<file path="src/rtl/updown_counter_mod.sv">
// Parametrised modulo-MOD up/down counter with parallel load, wrap pulse and one-shot halt.
// Optional step prescaler is built only when COUNTER_PRESCALE_EN is defined.
module updown_counter_mod #(
  parameter int unsigned WIDTH    = 4,
  parameter int unsigned MOD      = 16,
  parameter int unsigned PRESCALE = 4
) (
  input  logic             clk,
  input  logic             reset,
  input  logic             en,
  input  logic             up,
  input  logic             oneshot,
  input  logic             load,
  input  logic [WIDTH-1:0] load_val,
  output logic [WIDTH-1:0] q,
  output logic             wrap,
  output logic             done
);

  if (WIDTH < 1 || MOD < 2 || 64'(MOD) > (64'd1 << WIDTH) || PRESCALE < 1) begin : g_bad_cfg
    $error("updown_counter_mod: illegal WIDTH/MOD/PRESCALE combination");
  end

  localparam logic [WIDTH-1:0] LAST = WIDTH'(MOD - 1);

  typedef enum logic {
    ST_RUN,
    ST_DONE
  } state_t;

  state_t           state;
  logic             step;
  logic             at_term;
  logic [WIDTH-1:0] load_clamped;
  logic [WIDTH-1:0] q_inc;
  logic [WIDTH-1:0] q_dec;

  // Terminal tracks the current direction, so a direction flip is seen on the very next step.
  assign at_term      = up ? (q == LAST) : (q == '0);
  assign load_clamped = (load_val > LAST) ? LAST : load_val;
  assign q_inc        = (q == LAST) ? '0 : q + 1'b1;
  assign q_dec        = (q == '0) ? LAST : q - 1'b1;

`ifdef COUNTER_PRESCALE_EN
  localparam int unsigned     PW       = (PRESCALE > 1) ? $clog2(PRESCALE) : 1;
  localparam logic [PW-1:0]   PRE_LAST = PW'(PRESCALE - 1);

  logic [PW-1:0] pre_cnt;

  assign step = en && (pre_cnt == PRE_LAST);

  always_ff @(posedge clk) begin
    if (reset || load) begin
      pre_cnt <= '0;
    end else if (state == ST_RUN && en) begin
      pre_cnt <= (pre_cnt == PRE_LAST) ? '0 : pre_cnt + 1'b1;
    end
  end
`else
  assign step = en;
`endif

  always_ff @(posedge clk) begin
    if (reset) begin
      state <= ST_RUN;
      q     <= '0;
      wrap  <= 1'b0;
    end else if (load) begin
      state <= ST_RUN;
      q     <= load_clamped;
      wrap  <= 1'b0;
    end else begin
      wrap <= 1'b0;
      case (state)
        ST_RUN: begin
          if (step) begin
            if (at_term && oneshot) begin
              state <= ST_DONE;
            end else begin
              q    <= up ? q_inc : q_dec;
              wrap <= at_term;
            end
          end
        end
        ST_DONE: begin
          state <= ST_DONE;
        end
        default: begin
          state <= ST_RUN;
        end
      endcase
    end
  end

  assign done = (state == ST_DONE);

endmodule

</file>
<file path="config.mk">
export PLATFORM = sky130hd
export DESIGN_NAME = updown_counter_mod
export DESIGN_NICKNAME = d
export VERILOG_FILES = /design/src/rtl/updown_counter_mod.sv
export SDC_FILE = /design/constraint.sdc
export NUM_CORES = 1
export LEC_CHECK = 0
export ABC_CLOCK_PERIOD_IN_PS = 2200
export BUFFER_PORTS_ARGS = -buffer_cell sky130_fd_sc_hd__buf_4
export CORE_UTILIZATION = 30
export CTS_BUF_LIST = sky130_fd_sc_hd__clkbuf_2
export CTS_CLUSTER_DIAMETER = 40
export DETAILED_ROUTE_END_ITERATION = 10
export PLACE_DENSITY = 0.56
export SYNTH_ARGS = -nofsm -noshare
export SYNTH_HDL_FRONTEND = slang
export SYNTH_SLANG_ARGS = --single-unit
</file>
<file path="constraint.sdc">
create_clock -name clk -period 2.2 [get_ports clk]
set_clock_uncertainty 0.05 [all_clocks]
set_input_delay 0.44 -clock clk [delete_from_list [all_inputs] [get_ports clk]]
set_output_delay 0.44 -clock clk [all_outputs]
set_load 0.01 [all_outputs]
</file>
==> results of run 1 <==
-- metrics by stage --
stage | cells | area [sq um] | utilization [%] | total power, uW | hold WS (ps)
6_report | 85 | 589 | 43.1 | 293 | 356
5_1_grt | 85 | 589 | 43.1 | 317 | 335
4_1_cts | 85 | 589 | 43.1 | 300 | 346
3_5_place_dp | 82 | 574 | 42.0 | 220 | 464
3_3_place_gp | 82 | 574 | 42.0 | 219 | 461
2_1_floorplan | 54 | 458 | - | 184 | 458
-- cell families (layout without fill, tap and decap cells) --
| kind of cell | count (synthesis) | in the layout | share of synthesized area [%] |
|---|---|---|---|
| muxes | 1 | 1 | 2.19 |
| xor gates and xnor gates | 1 | 1 | 1.91 |
| and+or+nand+nor | 23 | 23 | 32.8 |
| adders and majority gates | 2 | 2 | 5.46 |
| buffers and inverters | 5 | 21 | 5.74 |
| DFF | 6 | 6 | 26.2 |
| AOI/OAI and AO/OA | 16 | 16 | 25.7 |
-- sequential cells by signal (all words and copies together) (netlist names) --
name,flops
done,1
q,4
wrap,1
-- routing by layer --
| metal | wire, um | share of wire (%) | vias to the layer above |
|---|---|---|---|
| met4 | 0 | 0 | 0 |
| li1 | - | - | 244 |
| met1 | 487 | 46 | 215 |
| met2 | 540 | 51 | 9 |
| met5 | 0 | 0 | - |
| met3 | 38 | 3.6 | 0 |
-- cell type report --
| class | instances | area (sq um) | share of cell area (%) |
|---|---|---|---|
| Multi-Input combinational cell | 43 | 312 | 52.9 |
| Inverter | 3 | 11.3 | 1.91 |
| Sequential cell | 6 | 120 | 20.4 |
| Tap cell | 15 | 18.8 | 3.18 |
| Clock buffer | 3 | 15.0 | 2.55 |
| Timing Repair Buffer | 15 | 113 | 19.1 |
-- Yosys cell counts, types with 2 or more instances --
| cell | n |
|---|---|
| sky130_fd_sc_hd__nor2b_1 | 2 |
| sky130_fd_sc_hd__dfxtp_1 | 6 |
| sky130_fd_sc_hd__inv_1 | 3 |
| sky130_fd_sc_hd__nor4_1 | 2 |
| sky130_fd_sc_hd__nor2_1 | 4 |
| sky130_fd_sc_hd__nor3b_1 | 2 |
| sky130_fd_sc_hd__a21oi_1 | 2 |
| sky130_fd_sc_hd__o21ai_0 | 5 |
| sky130_fd_sc_hd__nand2_1 | 2 |
| sky130_fd_sc_hd__or4_1 | 2 |
| sky130_fd_sc_hd__ha_1 | 2 |
| sky130_fd_sc_hd__o211ai_1 | 2 |
-- power by group --
part	internal, uW	switching (uW)	leakage, uW
registers	116	13.7	0.0000494
logic	46.3	40.7	0.000180
clock network	37.0	39.6	0.0000125
-- worst max-delay path, cell delays in order, from the launching register on --
cell and delay, ps:
sky130_fd_sc_hd__dfxtp_1 420, sky130_fd_sc_hd__inv_1 110, sky130_fd_sc_hd__ha_1 230, sky130_fd_sc_hd__nor4b_2 180, sky130_fd_sc_hd__o21a_1 220, sky130_fd_sc_hd__or4_1 520, sky130_fd_sc_hd__a311oi_2 200
-- worst max path at each step --
stage,depth (start not counted),slack (ps),endpoint
6_report,6,200,q[2]
2_1_floorplan,6,250,q[2]
3_5_place_dp,6,190,q[2]
5_1_grt,6,60,q[2]
4_1_cts,6,180,q[2]
3_3_place_gp,6,240,q[2]
==> impl_summary.txt, run 1 <==
----------------------------------------------------
[Worst setup path]
  Startpoint of the lowest-slack register-to-register path ... q[0]
  Endpoint of the worst-slack reg-to-reg timing path ... q[2]
  Critical Path Start Type ... flop
  Critical Path Sink Type ... flop
  Worst-case reg-to-reg path depth ... 6
  Maximum fanout count along the critical path ... 7
  Flop-to-flop setup slack ... 200 ps
  Data arrival at the endpoint of the critical path ... between 2000 and 2500 ps
  Required time at the worst-slack endpoint ... between 2000 and 2500 ps
  Setup Crit Path Kind ... reg -> reg
  Critical Path Source ... q[0]

[Route]
  Drt via density ... about 5.5
  DRC violation count after routing ... 0
  DRT iter0 DRCs ... 12
  Via count ... 468
  DR pass1 iterations ... 4
  DRT antenna net count ... 0
  Mean routed wirelength per cell ... 12.5 um
  Total Routed Length ... 1070 um

[Yosys]
  Main area contributors after synthesis ... sky130_fd_sc_hd__dfxtp_1, sky130_fd_sc_hd__ha_1, sky130_fd_sc_hd__o21ai_0
  Most used DFF post-synth ... sky130_fd_sc_hd__dfxtp_1
  Count of synthesis-stage warnings from yosys ... 0
  Net count after synthesis ... 66
  Seq cells post-synth ... 6
  Count of mapped cells out of synthesis ... 54
  Share of synthesized area occupied by flip-flops and latches ... 26.2%
  Combined area of all synthesized cells ... around 460 sq um
  Cell type with the highest aggregate area in the netlist ... sky130_fd_sc_hd__dfxtp_1
  Post-synthesis async set-or-reset flop share ... 0%
  Synthesized area per cell ... approximately 8.5 sq um
  Proportion of netlist area held by the largest area contributor ... 26.2%
  Number of flops mapped to enable cells by yosys ... 0
  Distinct cell type count after synthesis ... 32

[STA]
  Actual transition at the worst max-transition pin ... 471 ps
  Achievable Freq ... 499 MHz
  Portion of the clock cycle consumed by the worst path in the final layout ... 91.1%
  Unrepaired setup endpoints after global routing ... no
  Final hold vios ... 0
  Final-report max-slew violation count ... 0
  Final worst setup slack ... 196 ps
  Post-route setup TNS ... 0 ps
  Time the final worst path needs with I/O delays and setup ... 2000 ps
  Headroom to the max-slew limit ... 68.3%
  Final setup fails ... 0

[CTS]
  CTS tree ... built
  Number of buffers on the longest clock path ... 2
  Clock latency at the later pin of the worst-skew pair ... ~220 ps
  Number of sinks driven by the clock tree ... 6
  Number of buffers inserted during clock tree synthesis ... 3
  Count of hold-fix buffers inserted at cts ... 0
  Register clock-pin slew on the reported worst setup and hold paths ... around 60 ps
  Setup fix buffers added after clock tree synthesis ... 0
  Maximum level of the CTS H-tree ... 1
  Cell at the root of the clock tree ... sky130_fd_sc_hd__clkbuf_2
  Post-CTS Resized ... 0

[Place]
  Final GP Congestion ... 0.825
  DP HPWL ... 797 um
  Number of buffer cells added on primary ports ... 15
  Setup slack after placement ... between 150 and 200 ps

[Global routing]
  Total routing usage reported by global routing ... 16.8%
  Global routing met3 resource utilization ... 8.15%
  Number of antenna violations at the first check in global routing ... 0
  Layer carrying the most global-route usage ... met2
  Global-route wire length before repair ... 1820 um
  Vias in the first global route ... 432
  Overflow left after global routing ... 0
  Met1 global-route usage ... 19.6%
  Largest net degree at the start of global routing ... 11
  GR met2 Demand/Resource ... 27.7%

[Power]
  Maximum vdd ir drop ... 0.191 mV
  Pwr dens ... 498 mW/mm^2
  Leakage power total ... 0.000242 uW

[Finish]
  Growth of design area from synthesis to finish ... 28.7%
  Most frequent standard cell in the layout excluding fill and tap cells ... sky130_fd_sc_hd__buf_4
  Number of antenna repair diodes ... 0
  Filler cells ... 150
  Nets ... 84
  Commonest cells after routing, fill and taps aside ... sky130_fd_sc_hd__buf_4, sky130_fd_sc_hd__dfxtp_1, sky130_fd_sc_hd__o21ai_0
  Fraction of layout instances using a drive strength above 1 ... 31.4%

[Die]
  Die H ... 41.1 um
  Total Die Area ... 0.00169 sq mm
  Core region area ... 0.00137 sq mm
  Site Rows ... 13
  Effective utilization at floorplan ... 33.5%
  Total I/O pin count ... 16
  Die width ... 41.1 um

[Min path]
  Type of the most critical hold path ... in -> reg
  Number of cells on the worst hold path ... 2
  Source of the worst hold timing path ... oneshot
  Worst Hold Path EP ... wrap

[Run status]
  Run status ... finished, final reports clean

[Flow run]
  Number of violations of the max-capacitance limit ... 0

----------------------------------------------------
Note: power is estimated with default switching activity, not from simulation.
==> run 2: changes to the inputs <==
Settings changed: ABC_CLOCK_PERIOD_IN_PS 2200 to 2100.
Clock period 2.2 ns to 2.1 ns, I/O delays scaled along.
==> impl_summary.txt, run 2 (synthesized netlist as in run 1, its figures left out) <==
----------------------------------------------------
[Die]
  Die width ... 41.1 um (unchanged)
  Die H ... 41.1 um (unchanged)
  Total I/O pin count ... 16 (unchanged)
  Effective utilization at floorplan ... 33.5% (unchanged)
  Core region area ... 0.00137 sq mm (unchanged)
  Site Rows ... 13 (unchanged)
  Total Die Area ... 0.00169 sq mm (unchanged)

[STA]
  Final worst setup slack ... 156 ps (-40.2 ps)
  Post-route setup TNS ... 0 ps (unchanged)
  Time the final worst path needs with I/O delays and setup ... 1940 ps (-59.8 ps)
  Unrepaired setup endpoints after global routing ... no
  Final setup fails ... 0 (unchanged)
  Headroom to the max-slew limit ... 72.0% (+3.7 points)
  Achievable Freq ... 514 MHz (+3.1%)
  Actual transition at the worst max-transition pin ... 416 ps (-54.5 ps)
  Final-report max-slew violation count ... 0 (unchanged)
  Final hold vios ... 0 (unchanged)
  Portion of the clock cycle consumed by the worst path in the final layout ... 92.6% (+1.5 points)

[CTS]
  Setup fix buffers added after clock tree synthesis ... 0 (unchanged)
  Count of hold-fix buffers inserted at cts ... 0 (unchanged)
  Post-CTS Resized ... 0 (unchanged)
  Number of sinks driven by the clock tree ... 6 (unchanged)
  Number of buffers on the longest clock path ... 2 (unchanged)
  CTS tree ... built
  Cell at the root of the clock tree ... sky130_fd_sc_hd__clkbuf_2
  Number of buffers inserted during clock tree synthesis ... 3 (unchanged)
  Maximum level of the CTS H-tree ... 1 (unchanged)
  Register clock-pin slew on the reported worst setup and hold paths ... 60 ps (about the same)
  Clock latency at the later pin of the worst-skew pair ... 220 ps (about the same)

[Place]
  Setup slack after placement ... 96.2 ps (-97.0 ps)
  Final GP Congestion ... 0.825 (about the same)
  Number of buffer cells added on primary ports ... 15 (unchanged)
  DP HPWL ... 807 um (+1.3%)

[Run status]
  Run status ... finished, final reports clean

[Finish]
  Number of antenna repair diodes ... 0 (unchanged)
  Growth of design area from synthesis to finish ... 29.2%
  Nets ... 84 (unchanged)
  Filler cells ... 145 (-3.3%)
  Most frequent standard cell in the layout excluding fill and tap cells ... sky130_fd_sc_hd__buf_4
  Multi-input combinational cell area ... 312 sq um (unchanged)
  Largest register FFs ... 4 (unchanged)
  Register containing the most flip-flops in the final layout ... q
  Commonest cells after routing, fill and taps aside ... sky130_fd_sc_hd__buf_4, sky130_fd_sc_hd__o21ai_0, sky130_fd_sc_hd__nor2_1, sky130_fd_sc_hd__dfxtp_1
  Sequential cell area ... 123 sq um (+2.1%)
  Fraction of layout instances using a drive strength above 1 ... 34.3% (+2.9 points)

[Route]
  Via count ... 487 (+4.1%)
  Drt via density ... 5.73 (+4.1%)
  DRT iter0 DRCs ... 21 (+9)
  DRC violation count after routing ... 0 (unchanged)
  DR pass1 iterations ... 4 (unchanged)
  Mean routed wirelength per cell ... 12.6 um (+0.84%)
  DRT antenna net count ... 0 (unchanged)
  Total Routed Length ... 1080 um (+0.84%)

[Global routing]
  Global-route wire length before repair ... 1790 um (-1.5%)
  Vias in the first global route ... 426 (-1.4%)
  Total routing usage reported by global routing ... 16.8% (unchanged)
  Number of antenna violations at the first check in global routing ... 0 (unchanged)
  Largest net degree at the start of global routing ... 11 (unchanged)
  Overflow left after global routing ... 0 (unchanged)

[Flow run]
  Number of violations of the max-capacitance limit ... 0 (unchanged)

[Worst setup path]
  Data arrival at the endpoint of the critical path ... 2030 ps (-60 ps)
  Critical Path Sink Type ... flop
  Maximum fanout count along the critical path ... 7 (unchanged)
  Setup Crit Path Kind ... reg -> reg
  Critical Path Start Type ... flop
  Required time at the worst-slack endpoint ... 2190 ps (-100 ps)

[Power]
  Maximum vdd ir drop ... 0.271 mV (+42%)
  Leakage power total ... 0.000242 uW (+0.22%)
  Pwr dens ... 521 mW/mm^2 (+4.7%)

[Min path]
  Type of the most critical hold path ... in -> reg

----------------------------------------------------
[run 2: per-layer routing]
layer | vias to the layer above | wire length (um) | track usage, %
li1 | 245 | - | -
met1 | 226 | 458 | 19.3
met2 | 14 | 529 | 26.6
met3 | 2 | 76 | 8.70
met4 | 0 | 11 | 5.00
met5 | - | 0 | 0
[run 2: critical path, cell delays in order, from the launching register on]
cell and delay (ps):
sky130_fd_sc_hd__dfxtp_2 370, sky130_fd_sc_hd__inv_1 80, sky130_fd_sc_hd__ha_1 230, sky130_fd_sc_hd__nor4b_2 190, sky130_fd_sc_hd__o21a_1 220, sky130_fd_sc_hd__or4_1 530, sky130_fd_sc_hd__a311oi_2 200
[run 2: final cells by class]
| class | count | area share (%) |
|---|---|---|
| timing repair buffer | 15 | 19.0 |
| inverter | 3 | 1.90 |
| sequential | 6 | 20.7 |
| multi-input combinational | 43 | 52.6 |
| tap | 15 | 3.17 |
| clock buffer | 3 | 2.54 |
[run 2: worst paths after layout]
kind,to,from,cells after the start,slack [ps]
worst min register to register,done,done,2,470
worst max-delay path,q[2],q[0],6,160
worst min-delay path,wrap,oneshot,2,340
worst max register to register,q[2],q[0],6,160
[run 2: power breakdown]
part           leakage, uW  total (uW)  internal (uW)  switching [uW]
logic             0.000180        92.2           48.7            43.5
registers        0.0000499         137            122            14.1
clock network    0.0000125        79.6           38.7            41.0
total             0.000242         308            210            98.5
[run 2: stage by stage]
step	util, %	total power [uW]	area [sq um]	std cells	hold WS [ps]
global placement	42.0	230	574	82	461
detailed placement	42.0	230	574	82	463
finish	43.3	308	592	85	338
floorplan	-	193	458	54	438
CTS	43.1	313	589	85	326
global route	43.3	335	592	85	314
==> run 3: changes to the inputs <==
Settings changed: ABC_AREA set to 1, PLACE_DENSITY 0.56 to 0.55.
==> impl_summary.txt, run 3 <==
----------------------------------------------------
[Worst setup path]
  Data arrival at the endpoint of the critical path ... 1610 ps (-420 ps)
  Largest delay share family, worst path ... simple AND/OR/NAND/NOR gates
  Series of cell instances along the critical path ... inv_1, ha_1, inv_1, nor2_1, nand2_1, nand2_2, nand2_4, nand2_4, nand2_4, inv_2, nor2_1, nor2_1
  Critical Path Start Type ... flop
  Startpoint of the lowest-slack register-to-register path ... q[0]
  Maximum fanout count along the critical path ... 6 (-1)
  Required time at the worst-slack endpoint ... 2160 ps (-30 ps)
  Delay of the slowest cell on the worst path ... 420 ps (-110 ps)
  Flop-to-flop setup slack ... 560 ps (+400 ps)
  Worst-case reg-to-reg path depth ... 12 (+6)
  Critical Path Source ... q[0]
  Setup Crit Path Kind ... reg -> reg
  Slowest-stage cell, CP ... sky130_fd_sc_hd__dfxtp_1
  Critical Path Sink Type ... flop
  Endpoint of the worst-slack reg-to-reg timing path ... q[3]
  Combined buffer and inverter count along the critical path ... 3 (+2)

[Run status]
  Run status ... finished, final reports clean

[Place]
  DP HPWL ... 864 um (+7.0%)
  Final GP Congestion ... 0.750 (-9.1%)
  Number of buffer cells added on primary ports ... 15 (unchanged)

[STA]
  Worst Hold Margin ... 343 ps (+5.23 ps)
  Achievable Freq ... 648 MHz (+26%)
  Time the final worst path needs with I/O delays and setup ... 1540 ps (-400 ps)
  Final-report max-slew violation count ... 0 (unchanged)
  Final hold vios ... 0 (unchanged)
  Actual transition at the worst max-transition pin ... 338 ps (-78.4 ps)
  Final setup fails ... 0 (unchanged)
  Post-route setup TNS ... 0 ps (unchanged)
  Portion of the clock cycle consumed by the worst path in the final layout ... 73.5% (-19 points)
  Headroom to the max-slew limit ... 77.4% (+5.5 points)
  Unrepaired setup endpoints after global routing ... no

[CTS]
  Setup fix buffers added after clock tree synthesis ... 0 (unchanged)
  Number of buffers on the longest clock path ... 2 (unchanged)
  Maximum level of the CTS H-tree ... 1 (unchanged)
  Count of hold-fix buffers inserted at cts ... 0 (unchanged)
  Cell at the root of the clock tree ... sky130_fd_sc_hd__clkbuf_2
  Clock latency at the later pin of the worst-skew pair ... 210 ps (about the same)
  CTS tree ... built
  Number of buffers inserted during clock tree synthesis ... 3 (unchanged)
  Number of sinks driven by the clock tree ... 6 (unchanged)
  Post-CTS Resized ... 0 (unchanged)
  Register clock-pin slew on the reported worst setup and hold paths ... 60 ps (about the same)

[Yosys]
  Cell type with the highest aggregate area in the netlist ... sky130_fd_sc_hd__dfxtp_1
  Leading post-synthesis cells by instance count ... sky130_fd_sc_hd__nand2_1, sky130_fd_sc_hd__nor2_1, sky130_fd_sc_hd__nand3_1
  Number of flops mapped to enable cells by yosys ... 0 (unchanged)
  Count of mapped cells out of synthesis ... 81 (+50%)
  Count of synthesis-stage warnings from yosys ... 0 (unchanged)
  Most used DFF post-synth ... sky130_fd_sc_hd__dfxtp_1
  Most frequent cell after synthesis ... sky130_fd_sc_hd__nand2_1
  Proportion of netlist area held by the largest area contributor ... 24.5% (-1.7 points)
  Combined area of all synthesized cells ... 490 sq um (+7.1%)
  Main area contributors after synthesis ... sky130_fd_sc_hd__dfxtp_1, sky130_fd_sc_hd__nand2_1, sky130_fd_sc_hd__nand3_1
  Seq cells post-synth ... 6 (unchanged)
  Post-synthesis async set-or-reset flop share ... 0% (unchanged)
  Synthesized area per cell ... 6.06 sq um (-29%)
  Net count after synthesis ... 93 (+41%)
  Share of synthesized area occupied by flip-flops and latches ... 24.5% (-1.7 points)
  Distinct cell type count after synthesis ... 16 (-50%)

[Die]
  Core region area ... 0.00152 sq mm (+12%)
  Die width ... 42.4 um (+3.3%)
  Total I/O pin count ... 16 (unchanged)
  Total Die Area ... 0.00180 sq mm (+6.8%)
  Effective utilization at floorplan ... 32.2% (-1.3 points)
  Die H ... 42.4 um (+3.3%)
  Site Rows ... 14 (+1)

[Power]
  Internal ... 210 uW (+0.26%)
  Power share of the clock group ... 23.9% (-1.9 points)
  Maximum vdd ir drop ... 0.318 mV (+17%)
  Pwr dens ... 514 mW/mm^2 (-1.4%)
  Fraction of power consumed by combinational cells ... 33.6% (+3.7 points)
  Total design power ... 322 uW (+4.5%)
  Leakage power total ... 0.000359 uW (+48%)
  Relative contribution of sequential cells to total power ... 42.5% (-1.8 points)
  Switching share of power ... 34.7% (+2.7 points)
  Sw power ... 112 uW (+13%)

[Min path]
  Source of the worst hold timing path ... reset
  Type of the most critical hold path ... in -> reg
  Number of cells on the worst hold path ... 2 (unchanged)
  Worst Hold Path EP ... q[1]

[Finish]
  Finished Core Util ... 41.1% (-2.2 points)
  Filler cells ... 171 (+18%)
  Fraction of layout instances using a drive strength above 1 ... 28.6% (-5.7 points)
  Multi-input combinational cell area ... 310 sq um (-0.40%)
  Growth of design area from synthesis to finish ... 27.8%
  Most frequent standard cell in the layout excluding fill and tap cells ... sky130_fd_sc_hd__nand2_1
  Sequential cell area ... 120 sq um (-2.0%)
  Number of antenna repair diodes ... 0 (unchanged)
  Nets ... 112 (+33%)
  Largest register FFs ... 4 (unchanged)
  Commonest cells after routing, fill and taps aside ... sky130_fd_sc_hd__nand2_1, sky130_fd_sc_hd__buf_4, sky130_fd_sc_hd__nor2_1
  Register containing the most flip-flops in the final layout ... q

[Route]
  Mean routed wirelength per cell ... 9.24 um (-27%)
  Via count ... 516 (+6.0%)
  DRT iter0 DRCs ... 12 (-43%)
  Drt via density ... 4.53 (-21%)
  DRC violation count after routing ... 0 (unchanged)
  DRT antenna net count ... 0 (unchanged)
  Total Routed Length ... 1050 um (-2.0%)
  DR pass1 iterations ... 3 (-1)

[Global routing]
  Total routing usage reported by global routing ... 13.1% (-3.7 points)
  Overflow left after global routing ... 0 (unchanged)
  Global-route wire length before repair ... 1790 um (unchanged)
  Vias in the first global route ... 448 (+5.2%)
  Number of antenna violations at the first check in global routing ... 0 (unchanged)
  Largest net degree at the start of global routing ... 10 (-1)

[Flow run]
  Number of violations of the max-capacitance limit ... 0 (unchanged)

----------------------------------------------------
run 3: cell count changes in the layout (fill, tap and decap cells not counted), sizes merged, moves of 3 or more:
cell / delta
inv: +10
nand2: +24
nand3: +9
o21ai: -3
nor2: +8
a21oi: +3
run 3: area by class of cell:
| class | instances | share of cell area, % |
|---|---|---|
| clock buffer | 3 | 2.40 |
| inverter | 13 | 7.78 |
| tap | 16 | 3.19 |
| sequential | 6 | 19.2 |
| timing repair buffer | 15 | 18.0 |
| multi-input combinational | 61 | 49.5 |
run 3: stage by stage:
stage / area (sq um) / setup slack (ps) / instances
2_1_floorplan: 490 / 649 / 81
3_3_place_gp: 612 / 561 / 111
3_5_place_dp: 612 / 556 / 111
4_1_cts: 627 / 543 / 114
5_1_grt: 627 / 416 / 114
6_report: 627 / 556 / 114
run 3: worst max path at each step:
stage | slack [ps] | end | cells past startpoint
after global placement | 560 | q[3] | 12
after floorplan | 650 | q[0] | 12
final | 560 | q[3] | 12
after global routing | 420 | q[0] | 10
after detailed placement | 560 | q[3] | 12
after CTS | 540 | q[3] | 12
run 3: cell families after synthesis:
group                    synth area share [%]
AND/OR/NAND/NOR                          49.5
AO/OA/AOI/OAI                            8.67
buffers and inverters                    12.2
adder cells (fa/ha/maj)                  5.10
flip-flops                               24.5
run 3: power groups by stage:
stage | registers (uW) | clock network [uW] | logic (uW)
4_1_cts | 137 | 82.5 | 110
2_1_floorplan | 137 | 0 | 71.9
6_report | 137 | 77.1 | 108
3_5_place_dp | 139 | 0 | 109
5_1_grt | 138 | 90.5 | 123
3_3_place_gp | 139 | 0 | 109
run 3: per-layer routing:
layer	part of all wire, %	GRT usage (%)	vias to the layer above	wire [um]
met5	0	0	-	0
met4	0	1.88	0	0
met3	5.9	6.47	0	62
met2	44	20.9	10	464
met1	50	16.1	215	525
li1	-	-	291	-
